**src/rtl/alu_sched.sv**
```systemverilog
// alu_sched: two-port valid/ready front end that shares one combinational alu.
// One op is in flight at a time: IDLE (arbitrate/accept) -> EXEC (alu) -> RESP
// (hold until taken). The response carries the id of the requester it belongs to.

// Combinational 32-bit alu.
// Opcodes: 0000 and, 0001 or, 0010 add, 0110 sub, 0111 pass-b; others give 0.
module alu_sched_alu (
  input  logic [31:0] a_i,
  input  logic [31:0] b_i,
  input  logic [3:0]  op_i,
  output logic [31:0] out_o
);
  // opcode decode, 32-bit wrap-around arithmetic
  always_comb begin
    out_o = '0;
    case (op_i)
      4'b0000: out_o = a_i & b_i;
      4'b0001: out_o = a_i | b_i;
      4'b0010: out_o = a_i + b_i;
      4'b0110: out_o = a_i - b_i;
      4'b0111: out_o = b_i;
      default: out_o = '0;
    endcase
  end
endmodule

module alu_sched #(
  parameter bit RR_EN      = 1'b1,  // 1: round-robin, 0: port 0 always wins
  parameter bit ILLEGAL_OK = 1'b0   // 1: unknown opcodes run as pass-b
) (
  input  logic        clk,
  input  logic        rst_n,
  input  logic        req0_valid,
  output logic        req0_ready,
  input  logic [31:0] req0_a,
  input  logic [31:0] req0_b,
  input  logic [3:0]  req0_op,
  input  logic        req1_valid,
  output logic        req1_ready,
  input  logic [31:0] req1_a,
  input  logic [31:0] req1_b,
  input  logic [3:0]  req1_op,
  output logic        rsp_valid,
  input  logic        rsp_ready,
  output logic        rsp_id,
  output logic [31:0] rsp_result,
  output logic        rsp_zero,
  output logic        rsp_err,
  output logic        busy
);
  typedef enum logic [1:0] {IDLE = 2'd0, EXEC = 2'd1, RESP = 2'd2} state_e;

  typedef struct packed {
    logic [31:0] a;
    logic [31:0] b;
    logic [3:0]  op;
    logic        id;
  } opnd_t;

  localparam logic [3:0] OP_PASSB = 4'b0111;

  function automatic logic op_legal(input logic [3:0] op);
    case (op)
      4'b0000, 4'b0001, 4'b0010, 4'b0110, 4'b0111: return 1'b1;
      default:                                     return 1'b0;
    endcase
  endfunction

  state_e      state_q;
  opnd_t       opnd_q;
  opnd_t       req_sel;
  logic        last_q;        // id of the most recently accepted port
  logic        grant_id;
  logic        accept;
  logic        exec_legal;
  logic        rsp_valid_q;
  logic        rsp_id_q;
  logic        rsp_zero_q;
  logic        rsp_err_q;
  logic [31:0] rsp_result_q;
  logic [31:0] alu_a;
  logic [31:0] alu_b;
  logic [3:0]  alu_op;
  logic [31:0] alu_out;

  // Arbitration winner; only meaningful when at least one valid is high.
  // A lone valid port always wins; a tie goes to the port not granted last.
  always_comb begin
    grant_id = req1_valid;
    if (req0_valid && req1_valid) grant_id = RR_EN ? ~last_q : 1'b0;
  end

  // ready depends only on state and the valids, never on the response side
  assign req0_ready = (state_q == IDLE) && req0_valid && !grant_id;
  assign req1_ready = (state_q == IDLE) && req1_valid &&  grant_id;
  assign accept     = req0_ready || req1_ready;

  // Operands of the winning port; tolerated unknown opcodes are remapped here
  always_comb begin
    req_sel.id = grant_id;
    req_sel.a  = grant_id ? req1_a  : req0_a;
    req_sel.b  = grant_id ? req1_b  : req0_b;
    req_sel.op = grant_id ? req1_op : req0_op;
    if (ILLEGAL_OK && !op_legal(req_sel.op)) req_sel.op = OP_PASSB;
  end

  assign exec_legal = op_legal(opnd_q.op);

  // The alu sees operands only in EXEC with a legal opcode, otherwise it rests at zero
  always_comb begin
    alu_a  = '0;
    alu_b  = '0;
    alu_op = '0;
    if (state_q == EXEC && exec_legal) begin
      alu_a  = opnd_q.a;
      alu_b  = opnd_q.b;
      alu_op = opnd_q.op;
    end
  end

  alu_sched_alu u_alu (
    .a_i   (alu_a),
    .b_i   (alu_b),
    .op_i  (alu_op),
    .out_o (alu_out)
  );

  // Control FSM with registered response; zero flag is derived here, not by the alu
  always_ff @(posedge clk) begin
    if (!rst_n) begin
      state_q      <= IDLE;
      opnd_q       <= '0;
      last_q       <= 1'b1;
      rsp_valid_q  <= 1'b0;
      rsp_id_q     <= 1'b0;
      rsp_result_q <= '0;
      rsp_zero_q   <= 1'b0;
      rsp_err_q    <= 1'b0;
    end else begin
      case (state_q)
        IDLE: begin
          if (accept) begin
            opnd_q  <= req_sel;
            last_q  <= grant_id;
            state_q <= EXEC;
          end
        end
        EXEC: begin
          rsp_valid_q <= 1'b1;
          rsp_id_q    <= opnd_q.id;
          if (exec_legal) begin
            rsp_result_q <= alu_out;
            rsp_zero_q   <= (alu_out == '0);
            rsp_err_q    <= 1'b0;
          end else begin
            rsp_result_q <= '0;
            rsp_zero_q   <= 1'b1;
            rsp_err_q    <= 1'b1;
          end
          state_q <= RESP;
        end
        RESP: begin
          if (rsp_ready) begin
            rsp_valid_q <= 1'b0;
            state_q     <= IDLE;
          end
        end
        default: state_q <= IDLE;
      endcase
    end
  end

  assign rsp_valid  = rsp_valid_q;
  assign rsp_id     = rsp_id_q;
  assign rsp_result = rsp_result_q;
  assign rsp_zero   = rsp_zero_q;
  assign rsp_err    = rsp_err_q;
  assign busy       = (state_q != IDLE);

endmodule
```
**config.mk**
```make
export PLATFORM = sky130hd
export DESIGN_NAME = alu_sched
export DESIGN_NICKNAME = d
export VERILOG_FILES = /design/src/rtl/alu_sched.sv
export SDC_FILE = /design/constraint.sdc
export NUM_CORES = 1
export LEC_CHECK = 0
export ABC_CLOCK_PERIOD_IN_PS = 6350
export BUFFER_PORTS_ARGS = -buffer_cell sky130_fd_sc_hd__buf_2
export CORE_ASPECT_RATIO = 0.9
export CORE_MARGIN = 3
export CORE_UTILIZATION = 52
export CTS_BUF_LIST = sky130_fd_sc_hd__clkbuf_2
export DETAILED_ROUTE_END_ITERATION = 7
export GPL_TIMING_DRIVEN = 0
export PLACE_DENSITY = 0.8
export RECOVER_POWER = 50
export SLEW_MARGIN = 30
export SYNTH_ARGS = -nofsm -noshare
export SYNTH_HDL_FRONTEND = slang
export SYNTH_SLANG_ARGS = --single-unit
```
**constraint.sdc**
```tcl
create_clock -name clk -period 6.35 [get_ports clk]
set_clock_uncertainty 0.1 [all_clocks]
set_input_delay 0.635 -clock clk [delete_from_list [all_inputs] [get_ports clk]]
set_output_delay 0.635 -clock clk [all_outputs]
set_load 0.05 [all_outputs]
```
* Word level (Yosys, flattened, before mapping)
Index checks and enable logic that the tools add are counted.
Widths: inputs -> output; s select.
** Operators by class
- Equality and inequality tests :: 12
- Reductions and logical operators :: 18
- $add $sub $neg :: 2
- Muxes and demuxes :: 17
- Bitwise gates (word level) :: 3
** Operators by type and width (count)
- $mux 32 :: 5
- $pmux 32 s5 :: 1
- $add 32x32->32 :: 1
- $and 32x32->32 :: 1
- $logic_not 32->1 :: 1
- $or 32x32->32 :: 1
- $sub 32x32->32 :: 1
- $eq 4x3->1 const B :: 4
- $eq 4x1->1 const B :: 2
- $eq 4x2->1 const B :: 2
- $logic_not 4->1 :: 2
- $mux 4 :: 2
- $logic_and 1x1->1 :: 6
- $pmux 2 s3 :: 1
- $reduce_and 2->1 :: 3
- $mux 1 :: 5
- $reduce_or 5->1 :: 1
- $mux 2 :: 2
- $ne 2x2->1 const B :: 2
- $reduce_bool 2->1 :: 2
- $eq 2x1->1 const B :: 1
- $eq 2x2->1 const B :: 1
- $logic_not 2->1 :: 1
- $pmux 1 s2 :: 1
- other kinds (3) :: 3
** Storage, ports and cells
- Bits in registers :: 108
- Input bits :: 141
- Output and inout port bits :: 39

* Depth between registers and ports, before layout
- Depth after elaboration :: 9
- Gate-level depth with buffers :: 29
- Depth with buffers taken out :: 23

* Hierarchy
Synthesis repeated with hierarchy kept, for this count alone.
** Unflattened totals
- Cell total of the unflattened synthesis :: 1003
- Area, all modules :: 8301.7 um2
** Modules (own cells, without submodules)
- alu_sched :: cells an instance 534, area each 5183.7 um2, sequential area each 2162.1 um2, instances 1
- alu_sched_alu :: cells an instance 469, area each 3118.0 um2, sequential area each 0.0 um2, instances 1

* Least setup slack after synthesis
Ideal clock, no wire load.
- Path kind :: flip-flop to flip-flop
- Start point :: register state_q[0]
- End point :: register rsp_zero_q, in the netlist rsp_zero
- Library setup time :: 0.088 ns
- Arrival :: 6.494 ns
- Path buffers :: 5
- Stages on the path, launching flop included :: 27
- Clock period less this slack :: 6.682 ns
- Required time :: 6.162 ns
- Setup slack :: -0.332 ns
- Cell sequence :: dfxtp_1 -> nor3b_1 -> o21a_1 -> clkbuf_1 -> clkbuf_1 -> clkbuf_1 -> buf_1 -> buf_1 -> nand2_1 -> ha_1 -> o21ai_0 -> o21bai_1 -> a21oi_1 -> nor2_1 -> o311ai_0 -> ha_1 -> nand3_1 -> o22ai_1 -> or3_1 -> a2111o_1 -> o22ai_2 -> xnor2_1 -> a21oi_1 -> or4b_2 -> nor4_1 -> nand4b_1 -> o32ai_2
** Between the ends
- Longest elaborated chain between the ends :: 7
** Ends and longest elaborated chain
- from (decl) :: line 69 : state_e state_q;
- from (signal assigned) :: line 131 : state_q <= IDLE;
- from (signal assigned) :: line 145 : state_q <= EXEC;
- from (signal assigned) :: line 160 : state_q <= RESP;
- $eq 2x1->1 * :: line 114, 140
- $logic_and 1x1->1 :: line 114 : if (state_q == EXEC && exec_legal) begin
- $mux 32 / $mux 4 (equally long branches) :: line 114
- $sub 32x32->32, or another cell as far along :: line 20 : 4'b0110: out_o = a_i - b_i;
- $pmux 32 s5 :: line 16 : case (op_i)
- $logic_not 32->1 :: line 153 : rsp_zero_q <= (alu_out == '0);
- $mux 1 :: line 151 : if (exec_legal) begin
- to (signal assigned) :: line 153
- to (decl) :: line 78 : logic rsp_zero_q;
Every way passes the cells marked *; elsewhere a longest branch is shown, timed or not.
A chain may end at the register's enable or synchronous reset.

* Worst setup path in the final report
- Start point :: register opnd_q[3] (netlist bit)
- End point :: register rsp_zero_q, in the netlist rsp_zero
** Between the ends
- Longest elaborated chain between the ends :: 9
** Ends and longest elaborated chain
- from (decl) :: line 70 : opnd_t opnd_q;
- from (signal assigned) :: line 143 : opnd_q <= req_sel;
- $eq 4x1->1, or another cell as far along :: line 63 : case (op)
- $reduce_or 5->1 :: line 63
- $mux 1 :: line 63
- $logic_and 1x1->1 :: line 114
- $mux 32 / $mux 4 (equally long branches) :: line 114
- $sub 32x32->32, or another cell as far along :: line 20
- $pmux 32 s5 :: line 16
- $logic_not 32->1 :: line 153
- $mux 1 * :: line 151
Marks and branches as above.

==> impl_metrics.py <==
metrics = {
    "pwr": {
        "vdd_drop_max_uv": 160,
        "p_comb_frac": 0.525,
        "power_uw": 2420,
        "p_sw_uw": 1100,
        "p_leak_uw": 0.00416,
        "p_sw_frac": 0.455,
        "p_int_uw": 1320,
        "seqPwrFrac": 0.347,
        "powerDensity_mw_per_mm2": 246,
        "pwr-share-clk": 0.128,
    },
    "worst_setup_path": {
        "critPathMaxFanout": 19,
        "cp.arrival_ns": 6.62,
        "crit_required_ns": 6.82,
        "reg2reg_slack_ns": 0.20,
        "worstSetupEndpointType": "register",
        "start_kind": "register",
        "path_class": "register to register",
    },
    "timing": {
        "slew_headroom": 0.357,
        "timing.final.crit_share": 0.968,
        "fin_crit_ns": 6.15,
        "layout_setup_ws_ns": 0.204,
        "worst_pin_slew_ns": 0.965,
        "max_freq_mhz": 163,
        "finalSetupViolations": 0,
        "slew_viol_final": 0,
        "hold_violations": 0,
    },
    "routing": {
        "routed_wire_length_per_instance_um": 19.4,
        "vias_per_cell": 6.11,
        "vias": 8958,
        "routed_wl_um": 28400,
        "drtIter0Drc": 1218,
        "ant_nets": 0,
        "drt_pass1_iterations": 6,
        "drcViolationCount": 0,
    },
    "finish": {
        "drive_above_1_share": 0.201,
        "nNetsFinal": 1438,
        "seq_area_mm2": 0.00217,
        "n_fill_cell": 1375,
        "syn_to_final_growth_pct": 20.0,
        "multiInputGateArea_mm2": 0.00592,
    },
    "global_routing": {
        "grtUsageTotal": 0.311,
        "grt_overflow": 0,
        "grt_max_degree": 20,
        "antenna_found_initial": 1,
        "grt_pass1_vias": 8054,
        "grt_pass1_wl_um": 43700,
    },
    "synth": {
        "synth-seq-cells": 108,
        "synth_compound_area_frac": 0.266,
        "yosys_warnings": 0,
        "synthesis.nets": 1234,
        "synthXorXnorAreaFrac": 0.0459,
        "ys_seq_area_frac": 0.264,
        "synth_edf_count": 0,
        "synthAdderAreaFrac": 0.0641,
        "synth_cell_types": 81,
        "synth_top_family_by_area": "compound AO/OA/AOI/OAI gates",
        "postSynthCellCount": 1058,
        "synth.area.mux_share": 0.0892,
        "ys.flop_type": "dfxtp_1",
        "syn_area_mm2": 0.00820,
        "synth-simple-area-share": 0.226,
        "synthArstFlopShare": 0,
        "syn_area_per_cell_um2": 7.75,
    },
    "job": {
        "cap_violations": 0,
    },
    "cts": {
        "clock_sink_count": 108,
        "numCtsBuffers": 9,
        "clk_latency_ns": 0.66,
        "hold_buffers": 0,
        "clk_pin_slew_worst_paths_ns": 0.31,
        "cts_buffer_depth": 2,
        "h-tree-depth": 3,
        "cts-root-buf": "clkbuf_2",
        "cts_tree": "built",
    },
    "die": {
        "die_area_mm2": 0.0173,
        "die_w_um": 138,
        "die_h_um": 125,
        "start_util": 0.544,
        "boundaryPins": 180,
        "coreArea_mm2": 0.0151,
        "num_rows": 42,
    },
    "placement": {
        "place_hpwl_um": 22600,
        "place_ws_ns": -2.25,
        "gp_congestion": 0.984,
        "io_buffer_count": 179,
    },
    "run_status": {
        "status": "finished clean",
    },
    "min_path": {
        "hold_path_class": "input port to register",
    },
}
## layer usage
metal  vias to the layer above  part of all wire  track usage
met5                         -                 0            0
met4                         0             0.018       0.0691
met3                        51              0.11       0.0645
met2                       545              0.43        0.482
met1                      4077              0.45        0.448
li1                       4285                 -            -
## power groups by stage
stage	sequential (uW)	clock [uW]	combinational, uW
finish	839	309	1270
global placement	843	0	1120
detailed placement	845	0	1130
global route	848	341	1370
floorplan	874	0	801
CTS	832	317	1200
## kinds of logic (layout without fill, tap and decap cells)
family | after synthesis | in the layout
AO/OA/AOI/OAI | 312 | 312
multiplexers | 73 | 73
buffers and inverters | 93 | 301
XOR/XNOR | 43 | 43
other | 0 | 1
AND/OR/NAND/NOR | 386 | 386
flip-flops | 108 | 108
adder cells (fa/ha/maj) | 43 | 43
## cells in the mapped netlist (13+ instances only)
cell type  number  area share
nand3_1        20       0.012
nand2_1       106       0.049
a21oi_1        67       0.041
and2_1         44       0.034
o21ai_0        37       0.023
a21o_1         18       0.016
inv_1          13      0.0059
mux2i_1        72       0.088
a211oi_1       72       0.066
dfxtp_1       108        0.26
ha_1           34       0.052
nor2_1        123       0.056
nor3_1         20       0.012
clkbuf_1       57       0.026
xnor2_1        32       0.034
## worst max-delay path: stages, from the launching register on
cell      delay (ns)
dfxtp_2         0.38
buf_4           0.17
and2_4          0.18
o21a_4          0.23
clkbuf_8        0.20
clkbuf_8        0.20
buf_8           0.16
buf_8           0.15
nand2_2         0.11
ha_2            0.20
o21ai_2         0.08
o21bai_4        0.23
a21o_1          0.22
buf_4           0.16
o211ai_1        0.18
a32oi_1         0.16
ha_1            0.25
a21oi_1         0.33
o21bai_1        0.11
a21oi_1         0.26
o21ai_0         0.13
a221oi_1        0.43
nand3_1         0.19
or4b_4          0.56
nor4_4          0.27
nand4b_1        0.14
o32ai_2         0.25
## per-stage QoR
stage | utilization | instances | area (um^2) | hold WS, ns | setup TNS (ns)
2_1_floorplan | - | 1058 | 8210 | 0.332 | 0
3_3_place_gp | 0.620 | 1435 | 9360 | 0.339 | -18.00
3_5_place_dp | 0.620 | 1435 | 9360 | 0.346 | -18.06
4_1_cts | 0.645 | 1459 | 9730 | 0.0603 | 0
5_1_grt | 0.652 | 1465 | 9840 | 0.0871 | -0.000556
6_report | 0.652 | 1465 | 9840 | 0.101 | 0
## worst paths after layout
path,start,depth (start not counted),to
worst max-delay path,opnd_q[3],26,rsp_zero
worst min-delay path,rsp_ready,3,state_q[1]
worst max register to register,opnd_q[3],26,rsp_zero
worst min register to register,rsp_result[9],2,rsp_result[9]
## layout by cell type, fill, tap and decap left out, types with 6 or more instances in the layout
master    count
clkbuf_2     11
a22oi_1       7
a22o_1        9
o31ai_1       7
a221oi_1      6
inv_1        12
dfxtp_1     103
o21ai_0      32
nand2b_1     11
buf_2       149
nand2_1     102
nand3_1      19
buf_1         8
nor2_1      120
xnor2_1      32
a21o_1       18
a211oi_1     71
xor2_1       11
and3_1       11
mux2i_1      71
buf_4        19
ha_1         30
a31oi_1       7
nand4_1       6
a32oi_1       7
and2_1       43
o211ai_1     11
nor3_1       18
maj3_1        8
o21ai_1       9
a21oi_1      63
clkbuf_1     86
a32o_1        8
## sequential cells by signal, indices dropped and copies added (netlist names)
register	cells
rsp_zero	1
rsp_id	1
last_q	1
state_q	2
rsp_valid	1
rsp_err	1
opnd_q	69
rsp_result	32
## layout make-up
| type | count | area share |
|---|---|---|
| multi-input combinational | 857 | 0.601 |
| sequential | 108 | 0.221 |
| timing repair buffer | 196 | 0.0989 |
| buffer | 77 | 0.0383 |
| tap | 198 | 0.0252 |
| clock inverter | 6 | 0.00572 |
| inverter | 13 | 0.00496 |
| clock buffer | 9 | 0.00458 |
| antenna | 1 | 0.000254 |
## timing repair
action | CTS | global route
buffers inserted | 10 | 7
setup endpoints to repair | 23 | 2
pin swaps | 7 | 13
resized for setup | 60 | 34
(Power assumes the default switching activity.)
